==> config.mk <==
export PLATFORM = sky130hd
export DESIGN_NAME = bp_mem_txn_monitor
export DESIGN_NICKNAME = d
export VERILOG_FILES = /design/src/rtl/bp_mem_txn_monitor.sv
export SDC_FILE = /design/constraint.sdc
export NUM_CORES = 1
export LEC_CHECK = 0
export ABC_AREA = 1
export BUFFER_PORTS_ARGS = -buffer_cell sky130_fd_sc_hd__buf_2
export CORE_MARGIN = 1
export CORE_UTILIZATION = 55
export CTS_CLUSTER_DIAMETER = 60
export DETAILED_ROUTE_END_ITERATION = 12
export GPL_ROUTABILITY_DRIVEN = 0
export PLACE_DENSITY = 0.74
export SLEW_MARGIN = 15
export SYNTH_ARGS = -nofsm -noshare
export SYNTH_HDL_FRONTEND = slang
export SYNTH_SLANG_ARGS = --single-unit
==> constraint.sdc <==
create_clock -name clk_i -period 4.2 [get_ports clk_i]
set_input_delay 0.63 -clock clk_i [delete_from_list [all_inputs] [get_ports clk_i]]
set_output_delay 0.63 -clock clk_i [all_outputs]
set_load 0.1 [all_outputs]
==> src/rtl/bp_mem_txn_monitor.sv <==
// Passive per-channel monitor of BedRock mem cmd/resp header handshakes: occupancy, rd/wr counts, latency, sticky errors.
// Define BP_MEM_TXN_MONITOR_TRACE_EN to add simulation-only trace logging.
module bp_mem_txn_monitor #(
  parameter int channels_p   = 2,
  parameter int fifo_els_p   = 8,
  parameter int cnt_width_p  = 32,
  parameter int lat_width_p  = 16,
  parameter int type_width_p = 4
`ifdef BP_MEM_TXN_MONITOR_TRACE_EN
  , parameter string trace_file_p = "mem_mon.trace"
`endif
) (
  input  logic                                       clk_i,
  input  logic                                       reset_i,
  input  logic                                       clear_i,
  input  logic [channels_p-1:0]                      cmd_v_i,
  input  logic [channels_p-1:0]                      cmd_ready_i,
  input  logic [channels_p*type_width_p-1:0]         cmd_type_i,
  input  logic [channels_p-1:0]                      resp_v_i,
  input  logic [channels_p-1:0]                      resp_yumi_i,
  output logic [channels_p*$clog2(fifo_els_p+1)-1:0] outstanding_o,
  output logic [channels_p*cnt_width_p-1:0]          rd_cnt_o,
  output logic [channels_p*cnt_width_p-1:0]          wr_cnt_o,
  output logic [channels_p*lat_width_p-1:0]          last_lat_o,
  output logic [channels_p*lat_width_p-1:0]          max_lat_o,
  output logic [channels_p-1:0]                      lat_v_o,
  output logic [channels_p*2-1:0]                    error_o
);

  localparam int occ_width_lp = $clog2(fifo_els_p+1);
  localparam int ptr_width_lp = $clog2(fifo_els_p);

  logic [lat_width_p-1:0] ts_q;

  always_ff @(posedge clk_i or negedge reset_i) begin
    if (!reset_i) ts_q <= '0;
    else          ts_q <= ts_q + lat_width_p'(1);
  end

  for (genvar gi = 0; gi < channels_p; gi++) begin : g_ch
    logic [lat_width_p-1:0]  mem_q [fifo_els_p];
    logic [ptr_width_lp-1:0] wptr_q, rptr_q;
    logic [occ_width_lp-1:0] count_q, count_d;
    logic [cnt_width_p-1:0]  rd_cnt_q, wr_cnt_q;
    logic [lat_width_p-1:0]  last_lat_q, max_lat_q, lat;
    logic                    lat_v_q;
    logic [1:0]              err_q;
    logic [type_width_p-1:0] cmd_type;
    logic cmd_fire, resp_fire, empty, full, push, pop, ovf, unf, is_rd, is_wr;

    assign cmd_type  = cmd_type_i[gi*type_width_p +: type_width_p];
    assign cmd_fire  = cmd_v_i[gi] & cmd_ready_i[gi];
    assign resp_fire = resp_v_i[gi] & resp_yumi_i[gi];
    assign empty     = (count_q == '0);
    assign full      = (count_q == occ_width_lp'(fifo_els_p));
    assign pop       = resp_fire & ~empty;
    // A pop frees the head slot in the same cycle, so a full FIFO can still accept.
    assign push      = cmd_fire & (~full | pop);
    assign ovf       = cmd_fire & full & ~pop;
    assign unf       = resp_fire & empty;
    assign is_rd     = (cmd_type == type_width_p'(0)) || (cmd_type == type_width_p'(2));
    assign is_wr     = (cmd_type == type_width_p'(1)) || (cmd_type == type_width_p'(3));
    assign lat       = ts_q - mem_q[rptr_q];
    assign count_d   = count_q + occ_width_lp'(push) - occ_width_lp'(pop);

    always_ff @(posedge clk_i or negedge reset_i) begin
      if (!reset_i) begin
        for (int i = 0; i < fifo_els_p; i++) mem_q[i] <= '0;
        wptr_q     <= '0;
        rptr_q     <= '0;
        count_q    <= '0;
        rd_cnt_q   <= '0;
        wr_cnt_q   <= '0;
        last_lat_q <= '0;
        max_lat_q  <= '0;
        lat_v_q    <= 1'b0;
        err_q      <= '0;
      end else begin
        if (push) begin
          mem_q[wptr_q] <= ts_q;
          wptr_q        <= wptr_q + ptr_width_lp'(1);
        end
        if (pop) rptr_q <= rptr_q + ptr_width_lp'(1);
        count_q <= count_d;
        lat_v_q <= pop & ~clear_i;
        // Clear wins over same-cycle events for stats; FIFO traffic above is unaffected.
        if (clear_i) begin
          rd_cnt_q   <= '0;
          wr_cnt_q   <= '0;
          last_lat_q <= '0;
          max_lat_q  <= '0;
          err_q      <= '0;
        end else begin
          if (cmd_fire && is_rd && !(&rd_cnt_q)) rd_cnt_q <= rd_cnt_q + cnt_width_p'(1);
          if (cmd_fire && is_wr && !(&wr_cnt_q)) wr_cnt_q <= wr_cnt_q + cnt_width_p'(1);
          if (pop) begin
            last_lat_q <= lat;
            if (lat > max_lat_q) max_lat_q <= lat;
          end
          err_q <= err_q | {unf, ovf};
        end
      end
    end

    assign outstanding_o[gi*occ_width_lp +: occ_width_lp] = count_q;
    assign rd_cnt_o[gi*cnt_width_p +: cnt_width_p]        = rd_cnt_q;
    assign wr_cnt_o[gi*cnt_width_p +: cnt_width_p]        = wr_cnt_q;
    assign last_lat_o[gi*lat_width_p +: lat_width_p]      = last_lat_q;
    assign max_lat_o[gi*lat_width_p +: lat_width_p]       = max_lat_q;
    assign lat_v_o[gi]                                    = lat_v_q;
    assign error_o[gi*2 +: 2]                             = err_q;

`ifdef BP_MEM_TXN_MONITOR_TRACE_EN
    always @(posedge clk_i) begin
      if (reset_i) begin
        if (cmd_fire) $display("%0t ch%0d type=%0d CMD", $time, gi, cmd_type);
        if (pop)      $display("%0t ch%0d lat=%0d RESP", $time, gi, lat);
        if (ovf)      $display("%0t ch%0d ERROR OVF", $time, gi);
        if (unf)      $display("%0t ch%0d ERROR UNF", $time, gi);
      end
    end
`endif
  end

endmodule

==> results of run 1 <==
## critical path, cell delays in order (launching register included)
cell and delay [ns]:
dfrtp_2 0.42, clkinvlp_4 0.12, buf_12 0.16, clkbuf_16 0.16, o21ai_0 0.15, o22ai_1 0.09, o21ai_0 0.21, buf_4 0.17
ha_1 0.30, nand2_1 0.09, nand2_1 0.06, o21bai_1 0.16, nor2_1 0.17, nand2_1 0.07, nand2_1 0.06, nand2_1 0.11
ha_1 0.32, nand2_1 0.07, nor2_2 0.13, nand2_1 0.11, o21ai_2 0.21, inv_1 0.12, nand2_2 0.12, buf_6 0.16
nand3_1 0.08, o21ai_0 0.12
## sequential cells by signal (all words and copies together) (netlist names)
signal	flops
g_ch.count_q	8
g_ch.err_q	4
g_ch.last_lat_q	32
g_ch.lat_v_q	2
g_ch.max_lat_q	32
g_ch.mem_q	256
g_ch.rd_cnt_q	64
g_ch.rptr_q	6
g_ch.wptr_q	6
g_ch.wr_cnt_q	64
ts_q	16
## where the power goes
part / switching, mW / internal [mW] / total [mW]
sequential: 0.517 / 5.52 / 6.04
clock: 2.02 / 2.85 / 4.88
combinational: 7.57 / 3.37 / 10.9
## worst max-delay path by stage
stage / depth (start not counted) / end / start / slack, ns
6_report: 25 / g_ch[0].max_lat_q[3]$_DFFE_PN0P_ / g_ch[0].rptr_q[0]$_DFFE_PN0P_ / 0.17
4_1_cts: 25 / g_ch[1].max_lat_q[2]$_DFFE_PN0P_ / g_ch[1].rptr_q[0]$_DFFE_PN0P_ / 0.04
3_3_place_gp: 26 / g_ch[1].max_lat_q[9]$_DFFE_PN0P_ / g_ch[1].rptr_q[1]$_DFFE_PN0P_ / 0.16
3_5_place_dp: 25 / g_ch[1].max_lat_q[2]$_DFFE_PN0P_ / g_ch[1].rptr_q[0]$_DFFE_PN0P_ / 0.04
2_1_floorplan: 28 / g_ch[1].max_lat_q[11]$_DFFE_PN0P_ / g_ch[1].rptr_q[0]$_DFFE_PN0P_ / 0.39
5_1_grt: 25 / g_ch[0].max_lat_q[3]$_DFFE_PN0P_ / g_ch[0].rptr_q[0]$_DFFE_PN0P_ / -0.05
## final cells by class
type / count / area (µm²) / share of cell area
multi-input cells: 2558 / 12800 / 0.414
flip-flops and latches: 490 / 12300 / 0.396
repair buffers: 308 / 2040 / 0.0660
clock buffers: 71 / 1520 / 0.0490
inverters: 323 / 1230 / 0.0399
well taps: 615 / 769 / 0.0249
clock inverters: 26 / 304 / 0.00982
## per-stage QoR
| step | setup slack (ns) | instance area, µm² |
|---|---|---|
| 5_1_grt | -0.0490 | 30900 |
| 4_1_cts | 0.0388 | 30600 |
| 2_1_floorplan | 0.394 | 26900 |
| 3_3_place_gp | 0.161 | 28800 |
| 6_report | 0.168 | 30900 |
| 3_5_place_dp | 0.0380 | 28800 |
## cells by family after synthesis
family	Yosys count
AOI/OAI and AO/OA	666
and+or+nand+nor	1726
adders and majority gates	89
buffers and inverters	483
xor gates and xnor gates	77
DFF	490
## metal layers
metal  global-route usage  up-vias  part of all wire
li1                     -    12000                 -
met1                0.429    11700              0.44
met2                0.484      973              0.45
met3               0.0425      151             0.083
met4               0.0926        0             0.027
met5                    0        -                 0
## repair_timing
item / CTS / global route
hold buffers: 0 / 0
setup buffers: 0 / 6
gates resized for setup: 0 / 47
endpoints found under the setup margin: 0 / 32
## layout by cell type, fill, tap and decap left out, types with 6 or more instances in the layout
cell type   instances
nor3_1             66
nor2_1            347
buf_12             15
o22ai_1            29
clkinv_2           12
clkbuf_8            8
nand2_1           983
xnor2_1            15
clkbuf_1            8
xor2_1             62
nor2_2              8
nand3_1           187
o21ai_1            39
o221ai_1           28
ha_1               80
buf_2             221
o21ai_0           474
a21o_1             13
o21ai_2            16
nand4_1            82
clkinvlp_4          6
buf_4              62
a21oi_1            44
dfrtp_1           488
nand2_2            15
inv_1             303
clkbuf_16          59
and2_1              6
inv_2              10
==> results.toml, run 1 <==
[synth]
yosys-top-cells-count = "nand2_1, dfrtp_1, o21ai_0, nor2_1, inv_1"
avgSynthCellArea_um2 = 7.63
synth_compound_area_frac = 0.134
syn-cell-area_um2 = 26900
synthSimpleGateAreaFrac = 0.270
synth_nets = 3639
synth_xor_area_frac = 0.0250
synth_cell_types = 50
yosys_warnings = 0
netlist.top_cell.by_area = "dfrtp_1"
synth_ff_type = "dfrtp_1"
ys_ff_latch = 490
synth_top_family_by_area = "simple AND/OR/NAND/NOR gates"
yosys.area.top_type_share = 0.455
async_flop_share = 1.00
synthAdderAreaFrac = 0.0424
muxShareOfSynthArea = 0
synthCells = 3531
synth_edf_count = 0
synth.most_common_cell = "nand2_1"
ys_seq_area_frac = 0.455
synth.area.top_cells = "dfrtp_1, nand2_1, o21ai_0"

[floorplanning]
dieArea_um2 = 49900
initial_core_util = 0.561
rows = 80
die_w_um = 223
die_y_um = 223
core_um2 = 48000
io_pins = 225

[global_routing]
grt_max_degree = 101
track_usage = 0.303
first_global_vias = 22800
grt_pass1_wl_mm = 122
grt_remaining_overflow = 0
grt_antenna_before_repair = 0

[worst_hold_path]
hold_path.class = "input port to async pin"

[timing]
finalSetupViolCount = 0
period_share = 0.960
hold_viol = 0
hold_ws_ns = 0.0368
max_slew_margin = 0.396
worst_slew_pin_slew_ns = 0.906
fmax_ghz = 0.248
period_minus_slack_ns = 4.03
finClkSkew_ns = 0.0310
setup_tns_ns = 0
slew_viol_final = 0

[clock_network]
path_clk_slew_ns = 0.06
numCtsBuffers = 54
cts_buffer_depth = 3
clock-sinks = 490
cts_tree = "done"
clock-root-buffer = "clkbuf_16"
clock_latency_ns = 0.62
htree_levels = 2

[cells_and_area]
stdcell_count = 4391
synthToLayoutAreaGrowth_pct = 14.9
layout-drive-gt1-share = 0.130
diodes = 0
final_core_util = 0.644
nFillCells = 4240
layout.nets = 3843

[setup_path]
regToRegStartpoint = "g_ch[0].rptr_q[0]$_DFFE_PN0P_"
critPathLaunchType = "flop"
rrSetupSlack_ns = 0.17
cp.required_ns = 4.71
end_kind = "flop"
r2r_end = "g_ch[0].max_lat_q[3]$_DFFE_PN0P_"
r2r_cells = 25
cp.arrival_ns = 4.54
cp_max_fo = 14
crit_type = "flop to flop"

[route]
drt-wirelength-per-cell_um = 17.4
wirelength_mm = 76.4
vias = 24900
drt_iter0_markers = 2477
detail-route-antenna-nets = 0
firstDrtPassIters = 5
drc = 0
vias_per_cell = 5.66

[status]
status = "complete, no violations"

[placement]
port_buffers = 222
hpwl_mm = 51.6
dp_cells = 4281

[run]
maxCapViolations = 0

[power]
ir_drop_mv = 0.352
p_leak_nw = 15.0
p_per_area_nw_per_um2 = 706
p_total_mw = 21.9
Note: power is estimated with default switching activity, not from simulation.
==> run 2: changes to the inputs <==
Settings changed: PLACE_DENSITY 0.74 to 0.77.
Clock period 4.2 ns to 3.3 ns, I/O delays scaled along.
==> run 2 against run 1 <==
Total power increased by 49%. Global-route usage up 0.89 points. Non-clock buffer count increased by 131. Largest power group unchanged. First-iteration DRC count increased by 12%. Sequential power is 29% higher. Cell count grew 3.0%. The run now ends with negative setup slack left. Clock skew fell by 0.019 ns. Largest cell class unchanged.
==> results.toml, run 2 (synthesis gave the netlist of run 1 again) <==
[status]
status = "complete, but fails checks"
violations = "negative setup slack"

[cells_and_area]
final_cell_mix = "nand2_1, dfrtp_1, o21ai_0"
regMostFlops = "g_ch.mem_q"
layout.nets = 3975
synthToLayoutAreaGrowth_pct = 22.6
layout_commonest_cell = "nand2_1"
nFillCells = 3735
top_regs = "g_ch.mem_q: 256 flops, g_ch.rd_cnt_q: 64 flops, g_ch.wr_cnt_q: 64 flops"
diodes = 0
largest_register_ffs = 256
layout-drive-gt1-share = 0.201
final_core_util = 0.687

[clock_network]
cts_buffer_depth = 3
numCtsBuffers = 53
htree_levels = 2
cts_tree = "done"
clock-sinks = 490
clock-root-buffer = "clkbuf_16"
path_clk_slew_ns = 0.06
clock_latency_ns = 0.62

[route]
vias = 26200
detail-route-antenna-nets = 0
drc = 0
wirelength_mm = 81.1
drt-wirelength-per-cell_um = 17.9
vias_per_cell = 5.80
firstDrtPassIters = 8
drt_iter0_markers = 2762

[timing]
fmax_ghz = 0.264
finalWorstSetupSlack_ns = -0.482
hold_viol = 0
finClkSkew_ns = 0.0122
rsz0062_at_grt = "yes"
worst_slew_pin_slew_ns = 0.766
period_share = 1.15
period_minus_slack_ns = 3.78
finalSetupViolCount = 32
slew_viol_final = 0
max_slew_margin = 0.489

[placement]
port_buffers = 222
hpwl_mm = 53.6

[power]
p_leak_nw = 15.9
p_per_area_nw_per_um2 = 984
p_total_mw = 32.5
ir_drop_mv = 0.543

[global_routing]
grt_max_degree = 77
track_usage = 0.312
grt_pass1_wl_mm = 126
grt_remaining_overflow = 0
first_global_vias = 24000
grt_antenna_before_repair = 0

[floorplanning]
dieArea_um2 = 49900
die_y_um = 223
die_w_um = 223
core_um2 = 48000
rows = 80
initial_core_util = 0.561
io_pins = 225

[setup_path]
crit_type = "flop to flop"
cp.required_ns = 3.84
cp.arrival_ns = 4.32
r2r_cells = 25
cp_max_fo = 15
end_kind = "flop"
critPathLaunchType = "flop"

[run]
maxCapViolations = 0

[worst_hold_path]
hold_path.class = "input port to flop"
min_path_cells = 4
[run 2: power by group]
part           internal [mW]  switching, mW
clock                   3.58           2.55
sequential              7.03          0.778
combinational           7.17           11.4
total                   17.8           14.7
[run 2: through the flow]
step / setup slack (ns) / TNS (ns) / cells / instance area, µm² / hold slack (ns)
2_1_floorplan: -0.104 / -0.832 / 3531 / 27100 / 0.199
3_3_place_gp: -0.567 / -13.75 / 4388 / 29600 / 0.454
3_5_place_dp: -0.644 / -16.80 / 4388 / 29600 / 0.460
4_1_cts: -0.350 / -10.21 / 4503 / 32000 / 0.248
5_1_grt: -0.675 / -19.93 / 4521 / 33000 / 0.311
6_report: -0.482 / -13.80 / 4521 / 33000 / 0.264
[run 2: what timing repair did]
item	CTS	global route
resized for setup	118	202
endpoints found under the setup margin	32	33
pin swaps	33	93
setup buffers	17	16
cloned	3	8
hold buffers	1	0
hold endpoints to repair	64	0
[run 2: worst max-delay path, stage by stage (launching register included)]
cell	delay, ns
dfrtp_2	0.51
buf_4	0.18
clkbuf_16	0.16
o21ai_0	0.10
o22ai_1	0.17
o21ai_1	0.08
buf_4	0.16
ha_4	0.29
nand2_1	0.08
buf_4	0.14
nor2_1	0.16
nand3_1	0.14
nand3_1	0.09
nand2_1	0.05
nand2_1	0.10
inv_1	0.06
ha_1	0.27
nand2_1	0.08
nor2_4	0.12
nand2_2	0.08
o21ai_2	0.19
inv_2	0.09
nand2_8	0.12
buf_12	0.13
nand3_1	0.08
o21ai_1	0.10
[run 2: final timing paths]
check	from	endpoint	slack, ns
worst max-delay path	g_ch[0].rptr_q[0]$_DFFE_PN0P_	g_ch[0].max_lat_q[3]$_DFFE_PN0P_	-0.48
worst max register to register	g_ch[0].rptr_q[0]$_DFFE_PN0P_	g_ch[0].max_lat_q[3]$_DFFE_PN0P_	-0.48
min in group asynchronous	reset_i	g_ch[1].wr_cnt_q[13]$_DFFE_PN0P_	0.48
max in group asynchronous	reset_i	g_ch[1].mem_q[62]$_DFFE_PN0P_	1.96
worst min-delay path	resp_yumi_i[0]	g_ch[0].err_q[1]$_DFF_PN0_	0.26
worst min register to register	g_ch[1].last_lat_q[10]$_DFFE_PN0P_	g_ch[1].last_lat_q[10]$_DFFE_PN0P_	0.47
[run 2: layout make-up]
type | count | area, µm² | share of cell area
Clock buffer | 66 | 1450 | 0.0438
Clock inverter | 28 | 330 | 0.0100
Inverter | 323 | 1240 | 0.0376
Multi-Input combinational cell | 2560 | 13700 | 0.416
Sequential cell | 490 | 12300 | 0.371
Tap cell | 615 | 769 | 0.0233
Timing Repair Buffer | 439 | 3230 | 0.0978
[run 2: metal layers]
layer  part of all wire  global-route usage  up-vias
met5                  0                   0        -
met4              0.037               0.119        0
met3              0.087              0.0508      214
met2               0.46               0.497     1285
met1               0.41               0.429    12500
li1                   -                   -    12200
